--- config.mk ---
export PLATFORM = sky130hd
export DESIGN_NAME = m_restore
export DESIGN_NICKNAME = d
export VERILOG_FILES = /design/src/rtl/m_pkg.sv /design/src/rtl/fa1.sv /design/src/rtl/m_restore.sv
export SDC_FILE = /design/constraint.sdc
export NUM_CORES = 1
export LEC_CHECK = 0
export CORE_MARGIN = 2
export CORE_UTILIZATION = 46
export CTS_CLUSTER_SIZE = 12
export DETAILED_ROUTE_END_ITERATION = 10
export PLACE_DENSITY = 0.73
export SLEW_MARGIN = 20
export SYNTH_ARGS = -nofsm -noshare
export SYNTH_HDL_FRONTEND = slang
export SYNTH_SLANG_ARGS = --single-unit
--- constraint.sdc ---
create_clock -name clk -period 2.75 [get_ports clk]
set_input_delay 0.4125 -clock clk [delete_from_list [all_inputs] [get_ports clk]]
set_output_delay 0.4125 -clock clk [all_outputs]
set_load 0.05 [all_outputs]
--- src/rtl/m_pkg.sv ---
// Shared types and default sizing for the m_restore restore adder.
package m_pkg;

  localparam int DEF_WIDTH = 4;
  localparam int DEF_SHIFT = 2;

  typedef enum logic [1:0] {
    IDLE,
    ADD,
    DONE
  } state_t;

endpackage

--- src/rtl/fa1.sv ---
// One-bit full adder cell used for the bit resolved on each ADD cycle.
module fa1 (
  input  logic a,
  input  logic b,
  input  logic ci,
  output logic s,
  output logic co
);

  assign s  = a ^ b ^ ci;
  assign co = (a & b) | (ci & (a ^ b));

endmodule

--- src/rtl/m_restore.sv ---
// Bit-serial restore adder: {cout,value} = diff + ((p + cin) << SHIFT), one bit per cycle.
// Optional build macro M_RESTORE_SAT_EN saturates value to all ones when the final carry is set.
module m_restore
  import m_pkg::*;
#(
  parameter int WIDTH = DEF_WIDTH,
  parameter int SHIFT = DEF_SHIFT
) (
  input  logic             clk,
  input  logic             rst,
  input  logic             start,
  input  logic [WIDTH-1:0] diff,
  input  logic [1:0]       p,
  input  logic             cin,
  output logic             busy,
  output logic             done,
  output logic [WIDTH-1:0] value,
  output logic             cout
);

  localparam int IW    = $clog2(WIDTH) + 1;
  localparam int NBITS = WIDTH - SHIFT;

  state_t          state;
  state_t          state_nxt;
  logic [IW-1:0]   idx;
  logic            carry;
  logic [1:0]      p_r;
  logic            accept;
  logic            last;
  logic [WIDTH-1:0] mask;
  logic            a_bit;
  logic            b_bit;
  logic            s_bit;
  logic            co_bit;

  assign accept = start && (state != ADD);
  assign last   = (idx == IW'(NBITS - 1));
  assign busy   = (state == ADD);
  assign done   = (state == DONE);

  // value doubles as the captured diff: bits above the index still hold the
  // operand, so the current bit is read back from value before it is replaced.
  assign mask  = WIDTH'(1) << (IW'(SHIFT) + idx);
  assign a_bit = |(value & mask);

  // NOTE: every signal written in always_comb gets a default first so no latch is inferred.
  always_comb begin
    b_bit = 1'b0;
    if (idx == IW'(0))      b_bit = p_r[0];
    else if (idx == IW'(1)) b_bit = p_r[1];
  end

  fa1 u_fa1 (
    .a  (a_bit),
    .b  (b_bit),
    .ci (carry),
    .s  (s_bit),
    .co (co_bit)
  );

  always_comb begin
    state_nxt = state;
    case (state)
      IDLE:    if (start) state_nxt = ADD;
      ADD:     if (last)  state_nxt = DONE;
      DONE:    state_nxt = start ? ADD : IDLE;
      default: state_nxt = IDLE;
    endcase
  end

  // NOTE: sequential state uses non-blocking assignments so all registers update together.
  always_ff @(posedge clk) begin
    if (rst) state <= IDLE;
    else     state <= state_nxt;
  end

  always_ff @(posedge clk) begin
    if (rst) begin
      value <= '0;
      cout  <= 1'b0;
      carry <= 1'b0;
      idx   <= '0;
      p_r   <= '0;
    end else if (accept) begin
      value <= diff;
      p_r   <= p;
      carry <= cin;
      idx   <= '0;
      cout  <= 1'b0;
    end else if (state == ADD) begin
      value <= s_bit ? (value | mask) : (value & ~mask);
      carry <= co_bit;
      idx   <= idx + IW'(1);
      if (last) begin
        cout <= co_bit;
`ifdef M_RESTORE_SAT_EN
        if (co_bit) value <= '1;
`endif
      end
    end
  end

endmodule

==> impl_results.md, run 1 <==
- Vias/cell: 5.34
- Final wirelength: 1480 um
- Fmax: 0.422 GHz
- Synth Area in Compound Gates: 21.6%
- Largest net degree at the start of global routing: 14
- Post-CTS resize count: 0
- Sum Neg Setup Slack: 0 ns
- Slowest cell on the critical path: clkdlybuf4s50_1
- Worst-path clk slew: around 0.080 ns
- Syn nets: 98
- Post-synth top area cell: dfxtp_1
- Setup repair bufs after CTS: 0
- Via count: between 600 and 700
- Post-route ant nets: 0
- Worst-Skew Late Latency: about 0.28 ns
- Vias in the first global route: 555
- Die extent in x: 42.8 um
- Synth warn: 0
- Max-cap violation count: 0
- Share of cells above drive strength 1: under 10%
- GR Util met1: 23.2%
- Max-slew violation count: 0
- WL/cell: 12.9 um
- Main combinational cell family by area after synthesis: simple AND/OR/NAND/NOR gates
- Sink Count: 13
- Final Skew: 0.00411 ns
- Placed cell count: 111
- Dpl cell area: 850 um^2
- Clk buf depth: 2
- Multi-input combinational cell area: 392 um^2
- Period utilization: a little under nine tenths
- 1st-pass router iterations: 4
- Worst setup path category: reg2out
- Final min period: 2.37 ns
- Gate Count Post-Synth: 83
- Initial Util: about 50%
- Worst Path Buf+Inv: 2
- Final hold vios: 0
- Register-to-Register Path Depth: 7
- Most common cell after layout, fill and taps aside: clkdlybuf4s50_1
- Outcome: finished clean
- CTS Buf Count: 3
- Finished Cell Area: 876 um^2
- Busiest grt layer: met2
- Synth async-reset ratio: 0%
- Initial antenna violation count: 0
- Worst min path class: reg2reg
- # rows: 13
- Util after Layout: about two thirds
- Fill cells: between 100 and 150
- Ys flop type: dfxtp_1
- Core area: 1350 um^2
- GRT overflow: 0
- Adder-cell area share of the yosys netlist: 10.1%
- Xor/xnor cell area share of the yosys netlist: ~1.3%
- Cell leakage power: 0.334 nW
- Max VDD drop: 0.000394 V
- Synth Cell Area: 691 um^2
- Seq/Total Area, Yosys: a little under two fifths
- Top cell family by delay on the critical path: buffers and inverters
- Total Routing Usage GR: 17.8%
- CP Depth: 3
- Simple-Gate Fraction of Synth Area: 23.7%
- RSZ-0062 raised after global routing: no
- Number of synthesized flops with an enable pin: 0
- Die span in y: 42.8 um
- Final setup fails: 0
- Nets: 116
- Synthesized area per cell: 8.32 um^2
- Final antenna diode count: 0
- Drt drc: 0
- Most frequent cells in the layout: clkdlybuf4s50_1 (16), dfxtp_1 (13), nand2_1 (12)
- Worst path max stage delay: slightly below 0.9 ns
- Hold Path Cell Cnt: 2
- Routability Congestion: 0.746
- WP data required: approximately 2.3 ns
- Hpwl dp: 1080 um
- Met3 usage: 6.81%
- Area Growth Syn to Fin: 26.8%
- Crit-path cells: nand2b_1, inv_1, clkdlybuf4s50_1
- Root Buffer: clkbuf_4
- CP endpoint kind: primary output
- DIE AREA: 1830 um^2
- I/O pins: 17
- P per Cell Area: 509 nW/um^2
- Met2 usage: a little over a quarter
- Finished Layout Cells: between 100 and 150
- Ranking of synthesized cells by area: dfxtp_1 (38%), ha_1 (7.2%), nand2_1 (6.5%), a21oi_1 (5.8%), nor2_1 (4.3%)
- CP Launch Type: flip-flop
- Synth top area share: 37.7%
- Critical Path Fanout Max: 11
- Initial DRC count: 12
- IO buf count: 16
- CTS Hold Buffers Added: 0
- Critical Path AT: 1.96 ns
- Rel. slew slack: 66.6%
- Htree depth: 1
- Global-route wire length before repair: 2390 um
- Slew @ Worst Pin: 0.500 ns
- Synth cell types: 26
- Number of synthesized register bits: 13
- CTS tree: built
- Mux cell area share after synthesis: 0%
- Register area: between 200 and 300 um^2
==> synth_stat cells, drive strengths merged (2+ instances only) <==
cell and count:
a211oi 3, a21oi 8, a22o 2, a311o 2, a31oi 3, and2 2, and3 2, buf 2
dfxtp 13, ha 4, inv 5, nand2 12, nand2b 3, nor2 8, nor4 2, o21ai 4
==> final timing paths <==
| path | from | to | slack (ns) |
|---|---|---|---|
| hold reg to reg | p_r[1] | p_r[1] | 0.47 |
| hold / removal | p_r[1] | p_r[1] | 0.47 |
| setup / recovery | state[1] | busy | 0.38 |
| setup reg to reg | idx[1] | flip-flop | 0.55 |
==> tightest hold or removal path: stages (launching register included) <==
cell and delay, ns:
dfxtp_1 0.32, nand2_1 0.05, a21oi_1 0.05
==> layer usage <==
layer / share of wire [%] / up-vias
met2: 44 / 18
li1: - / 322
met5: 0 / -
met3: 7.4 / 4
met4: 1.6 / 0
met1: 47 / 270
==> power breakdown <==
part | leakage (nW) | switching [mW] | internal [mW]
registers | 0.107 | 0.00856 | 0.200
logic | 0.212 | 0.0686 | 0.0486
clock network | 0.0150 | 0.0639 | 0.0564
total | 0.334 | 0.141 | 0.305
==> area by class of cell <==
type                    count  area share (%)
clock buffers               4            3.00
inverters                   5            2.14
multi-input cells          62            44.7
flip-flops and latches     13            29.7
well taps                  15            2.14
repair buffers             16            18.3
==> cell families (layout without fill, tap and decap cells) <==
| family | count (synthesis) | after routing |
|---|---|---|
| flops | 13 | 13 |
| buf+inv | 8 | 25 |
| simple gates | 33 | 33 |
| compound gates | 23 | 23 |
| fa+ha+maj | 5 | 5 |
| xor+xnor | 1 | 1 |
==> through the flow <==
step | hold slack, ns | setup slack [ns] | power [mW]
floorplan | 0.437 | 0.727 | 0.293
global placement | 0.445 | 0.550 | 0.328
detailed placement | 0.461 | 0.544 | 0.330
CTS | 0.473 | 0.389 | 0.448
global route | 0.491 | 0.262 | 0.472
finish | 0.466 | 0.379 | 0.446
Note: power is estimated with default switching activity, not from simulation.
==> run 2: changes to the inputs <==
CORE_AREA = 2 2 39 41   (was unset)
CORE_MARGIN = unset   (was 2)
CORE_UTILIZATION = unset   (was 46)
DIE_AREA = 0 0 41 43   (was unset)
DONT_BUFFER_PORTS = 1   (was unset)
PLACE_DENSITY = 0.65   (was 0.73)
==> run 2 against run 1 <==
Via count decreased by 2.3%. Flip-flop and latch count unchanged. Setup slack improved by 0.12 ns. Largest cell class unchanged. Highest routed layer unchanged.
==> impl_results.md, run 2 (synthesis results as in run 1) <==
- I/O pins: 17
- Htree depth: 1
- # rows: 14
- Die extent in x: approximately 41 um
- Sum Neg Setup Slack: 0 ns
- Critical Path Fanout Max: 6
- Clock share of power: 28.3%
- Final antenna diode count: 0
- Area Growth Syn to Fin: 9.24%
- Nets: ~110
- Clk buf depth: 2
- Worst Path Buf+Inv: 1
- Final Skew: 0.00786 ns
- Final setup fails: 0
- Dpl cell area: 728 um^2
- Flop pwr share: 48.3%
- Outcome: finished clean
- Root Buffer: clkbuf_4
- Initial Util: 49.9%
- Critical Path AT: approximately 2.5 ns
- Worst-path clk slew: 0.08 ns
- Total Routing Usage GR: between 20% and 30%
- 1st-pass router iterations: 4
- Cell leakage power: roughly 0.3 nW
- Die span in y: 43 um
- Core area: approximately 1400 um^2
- Switching Fraction: 31.9%
- Max-cap violation count: 0
- CP Depth: 7
- IO buf count: 0
- Drt drc: 0
- Reg-to-Reg Start: idx[1]
- Psw: approximately 0.14 mW
- Hpwl dp: 1080 um
- Worst path max stage delay: 0.50 ns
- RSZ-0062 raised after global routing: no
- CTS Buf Count: 3
- Slowest cell on the critical path: fa_1
- Rel. slew slack: 36.9%
- P per Cell Area: roughly 570 nW/um^2
- Fmax: 0.445 GHz
- Internal cell power: 0.291 mW
- R2R setup slack: 0.50 ns
- Most frequent cells in the layout: dfxtp_1 (13), nand2_1 (12), nor2_1 (8), a21oi_1 (8)
- Worst setup path category: reg2reg
- Worst-Skew Late Latency: 0.28 ns
- CTS tree: built
- Top cell family by delay on the critical path: compound AO/OA/AOI/OAI gates
- Period utilization: 81.8%
- Worst hold endpoint: idx[0]
- Final wirelength: 1460 um
- Finished Cell Area: 754 um^2
- Hold Path Cell Cnt: 1
- CP endpoint kind: flip-flop
- Vias in the first global route: about 570
- Max-slew violation count: 0
- Routability Congestion: between 0.7 and 0.8
- Via count: 600
- WL/cell: 13.9 um
- Sink Count: 13
- CTS Hold Buffers Added: 0
- Max VDD drop: 0.000244 V
- Global-route wire length before repair: 2350 um
- DIE AREA: between 1500 and 2000 um^2
- GRT overflow: 0
- Worst min path class: in2reg
- Slew @ Worst Pin: 0.944 ns
- Initial DRC count: 10
- Crit-path cells: inv_1, ha_1, a22o_1, o21ai_0, fa_1, a311o_1, a21oi_1
- Largest net degree at the start of global routing: 14
- Final hold vios: 0
- Share of cells above drive strength 1: 10.1%
- Final min period: between 2 and 2.5 ns
- Post-CTS resize count: 0
- Setup repair bufs after CTS: 0
- Post-route ant nets: 0
- WP data required: 2.97 ns
- Register-to-Register Path Depth: 7
- Initial antenna violation count: 0
- Vias/cell: 5.71
- Comb power frac: 23.4%
- Most common cell after layout, fill and taps aside: dfxtp_1
- CP Launch Type: flip-flop
- Beginning of the worst hold path: rst
-- run 2: through the flow --
step / worst slack, ns / cells / util, % / hold slack [ns] / power (mW)
6_report: 0.500 / 105 / 54.5 / 0.189 / 0.428
5_1_grt: 0.363 / 105 / 54.5 / 0.168 / 0.453
4_1_cts: 0.502 / 105 / 54.5 / 0.182 / 0.432
3_5_place_dp: 0.530 / 101 / 52.6 / 0.456 / 0.312
3_3_place_gp: 0.565 / 101 / 52.6 / 0.444 / 0.310
2_1_floorplan: 0.727 / 83 / - / 0.437 / 0.293
-- run 2: worst max path at each step --
stage                       from         to  slack (ns)
after floorplan           idx[1]  flip-flop        0.73
after global placement    idx[1]  flip-flop        0.56
after detailed placement  idx[1]  flip-flop        0.53
after CTS                 idx[1]  flip-flop        0.50
after global routing      idx[1]  flip-flop        0.36
final                     idx[1]  flip-flop        0.50
-- run 2: layer usage --
metal	share of wire [%]	wire [um]	track usage, %	vias to the layer above
li1	-	-	-	303
met1	45	660	26.9	274
met2	45	656	27.2	19
met3	7.3	106	8.38	4
met4	2.6	38	12.0	0
met5	0	0	0	-
-- run 2: area by class of cell --
class                      count  area [um^2]
inverter                       5         18.8
fill                         137          629
multi-input combinational     62          392
timing repair buffer           5         37.5
sequential                    13          260
clock buffer                   4         26.3
tap                           16         20.0
-- run 2: worst register-to-register path, delay by kind of cell, from the launching register on --
kind,cells,cell delay [ns]
buffers and inverters,1,0.10
AOI/OAI and AO/OA,4,0.91
DFF,1,0.41
adders and majority gates,2,0.77
-- run 2: power by group through the flow --
stage	Clock, mW	Combinational, mW	Sequential [mW]
final	0.121	0.100	0.207
after global routing	0.134	0.110	0.209
after CTS	0.125	0.101	0.207
after detailed placement	0	0.101	0.211
after global placement	0	0.0988	0.211
after floorplan	0	0.0639	0.230
==> run 3: changes to the inputs <==
clock period = 2.3 ns   (was 2.75 ns; I/O delays follow)
==> run 3 against run 2 <==
Count of clock-buffer cells in the layout did not move. Critical path type unchanged. Power rose by 19%. Critical path depth did not move. Cell count rose by 1.9%. Sequential power rose by 20%. Wire length fell by 2.9%. Maximum frequency rose by 3.9%. Setup slack got worse by 0.36 ns. Clock skew fell by 0.0045 ns. First-iteration DRC count rose by 20%. Flip-flop and latch count did not move.
==> impl_results.md, run 3 (synthesis results as in run 1) <==
- Fill cells: 135
- Total Power: 0.510 mW
- Worst setup path category: reg2reg
- I/O pins: 17
- Fmax: 0.462 GHz
- WL/cell: 13.2 um
- Global-route wire length before repair: 2200 um
- P per Cell Area: 663 nW/um^2
- GRT overflow: 0
- Drt drc: 0
- Met3 usage: ~4.2%
- Final wirelength: 1420 um
- Total Routing Usage GR: 18.4%
- Final Skew: between 0.003 and 0.004 ns
- Critical Path Fanout Max: 5
- CP endpoint kind: flip-flop
- Vias/cell: 5.75
- Slew @ Worst Pin: 0.506 ns
- Via count: 615
- IO buf count: 0
- # rows: 14
- Area Growth Syn to Fin: 11.4%
- Initial Util: 49.9%
- Final min period: 2.16 ns
- Worst path max stage delay: ~0.50 ns
- Share of cells above drive strength 1: 12.1%
- GR Util met1: 23.1%
- WP data required: 2.51 ns
- Max-cap violation count: 0
- Htree depth: 1
- Worst-path clk slew: 0.08 ns
- Vias in the first global route: between 500 and 600
- Die extent in x: 41 um
- Max VDD drop: 0.000347 V
- Routability Congestion: 0.737
- Initial antenna violation count: 0
- Core area: 1380 um^2
- DIE AREA: 1760 um^2
- Die span in y: 43 um
- Nets: about 110
- Rel. slew slack: between 60% and 70%
- CTS Buf Count: 3
- Period utilization: 94.1%
- Busiest grt layer: met2
- Sink Count: 13
- Met2 usage: 27.8%
- Sum Neg Setup Slack: 0 ns
- Initial DRC count: 12
- Slowest cell on the critical path: fa_1
- CTS Hold Buffers Added: 0
- Cell leakage power: 0.311 nW
- Largest net degree at the start of global routing: 14
- Final hold vios: 0
- Critical Path AT: 2.37 ns
- 1st-pass router iterations: 4
- Outcome: finished clean
- Clk buf depth: 2
- Final setup fails: 0
- CTS tree: built
- Setup repair bufs after CTS: 0
- Crit-path cells: inv_1, ha_1, a22o_1, o21ai_0, fa_1, a311o_1, a21oi_1
- Multi-input combinational cell area: 392 um^2
- Max-slew violation count: 0
- Register area: 260 um^2
- Most frequent cells in the layout: dfxtp_1 (13), nand2_1 (12), nor2_1 (8), a21oi_1 (8), buf_4 (7)
- CP Launch Type: flip-flop
- Hpwl dp: about 1100 um
- Post-CTS resize count: 0
- Worst min path class: in2reg
- Fin Hold WS: 0.127 ns
- Root Buffer: clkbuf_4
- Most common cell after layout, fill and taps aside: dfxtp_1
- Post-route ant nets: 0
- Final antenna diode count: 0
- Worst-Skew Late Latency: 0.27 ns
- RSZ-0062 raised after global routing: no
[run 3: cell count changes in the layout (fill, tap and decap cells not counted), sizes merged]
cell,previous run,this run
buf,5,7
[run 3: path summary, 6_finish.rpt]
kind	from	end	cells past startpoint	slack, ns
max reg2reg	idx[0]	flip-flop	7	0.14
max	idx[0]	flip-flop	7	0.14
min reg2reg	p_r[0]	p_r[0]	2	0.45
min	rst	p_r[0]	1	0.13
[run 3: layer usage]
metal	vias to the layer above	share of wire, %
met4	0	1.5
met3	4	6.2
li1	304	-
met2	19	46
met1	288	46
met5	-	0
[run 3: area by class of cell]
class,count,share of cell area (%)
Sequential cell,13,33.8
Multi-Input combinational cell,62,50.9
Inverter,5,2.44
Clock buffer,4,3.41
Tap cell,16,2.60
Timing Repair Buffer,7,6.83
[run 3: report_power, final]
part	switching [mW]	internal, mW
Combinational	0.0772	0.0437
Sequential	0.00927	0.239
Clock	0.0739	0.0672
[run 3: worst max-delay path: cells and delay by family, from the launching register on]
kind / cells / cell delay, ns
AO/OA/AOI/OAI: 4 / 0.84
buffers and inverters: 1 / 0.09
adder cells (fa/ha/maj): 2 / 0.77
flip-flops: 1 / 0.39
[run 3: metrics by stage]
step	cell area, um^2	setup WS, ns	util [%]	std cells
after floorplan	691	0.277	-	83
after detailed placement	743	0.139	53.7	103
after global routing	769	0.0176	55.6	107
final	769	0.136	55.6	107
after global placement	743	0.183	53.7	103
after CTS	769	0.117	55.6	107
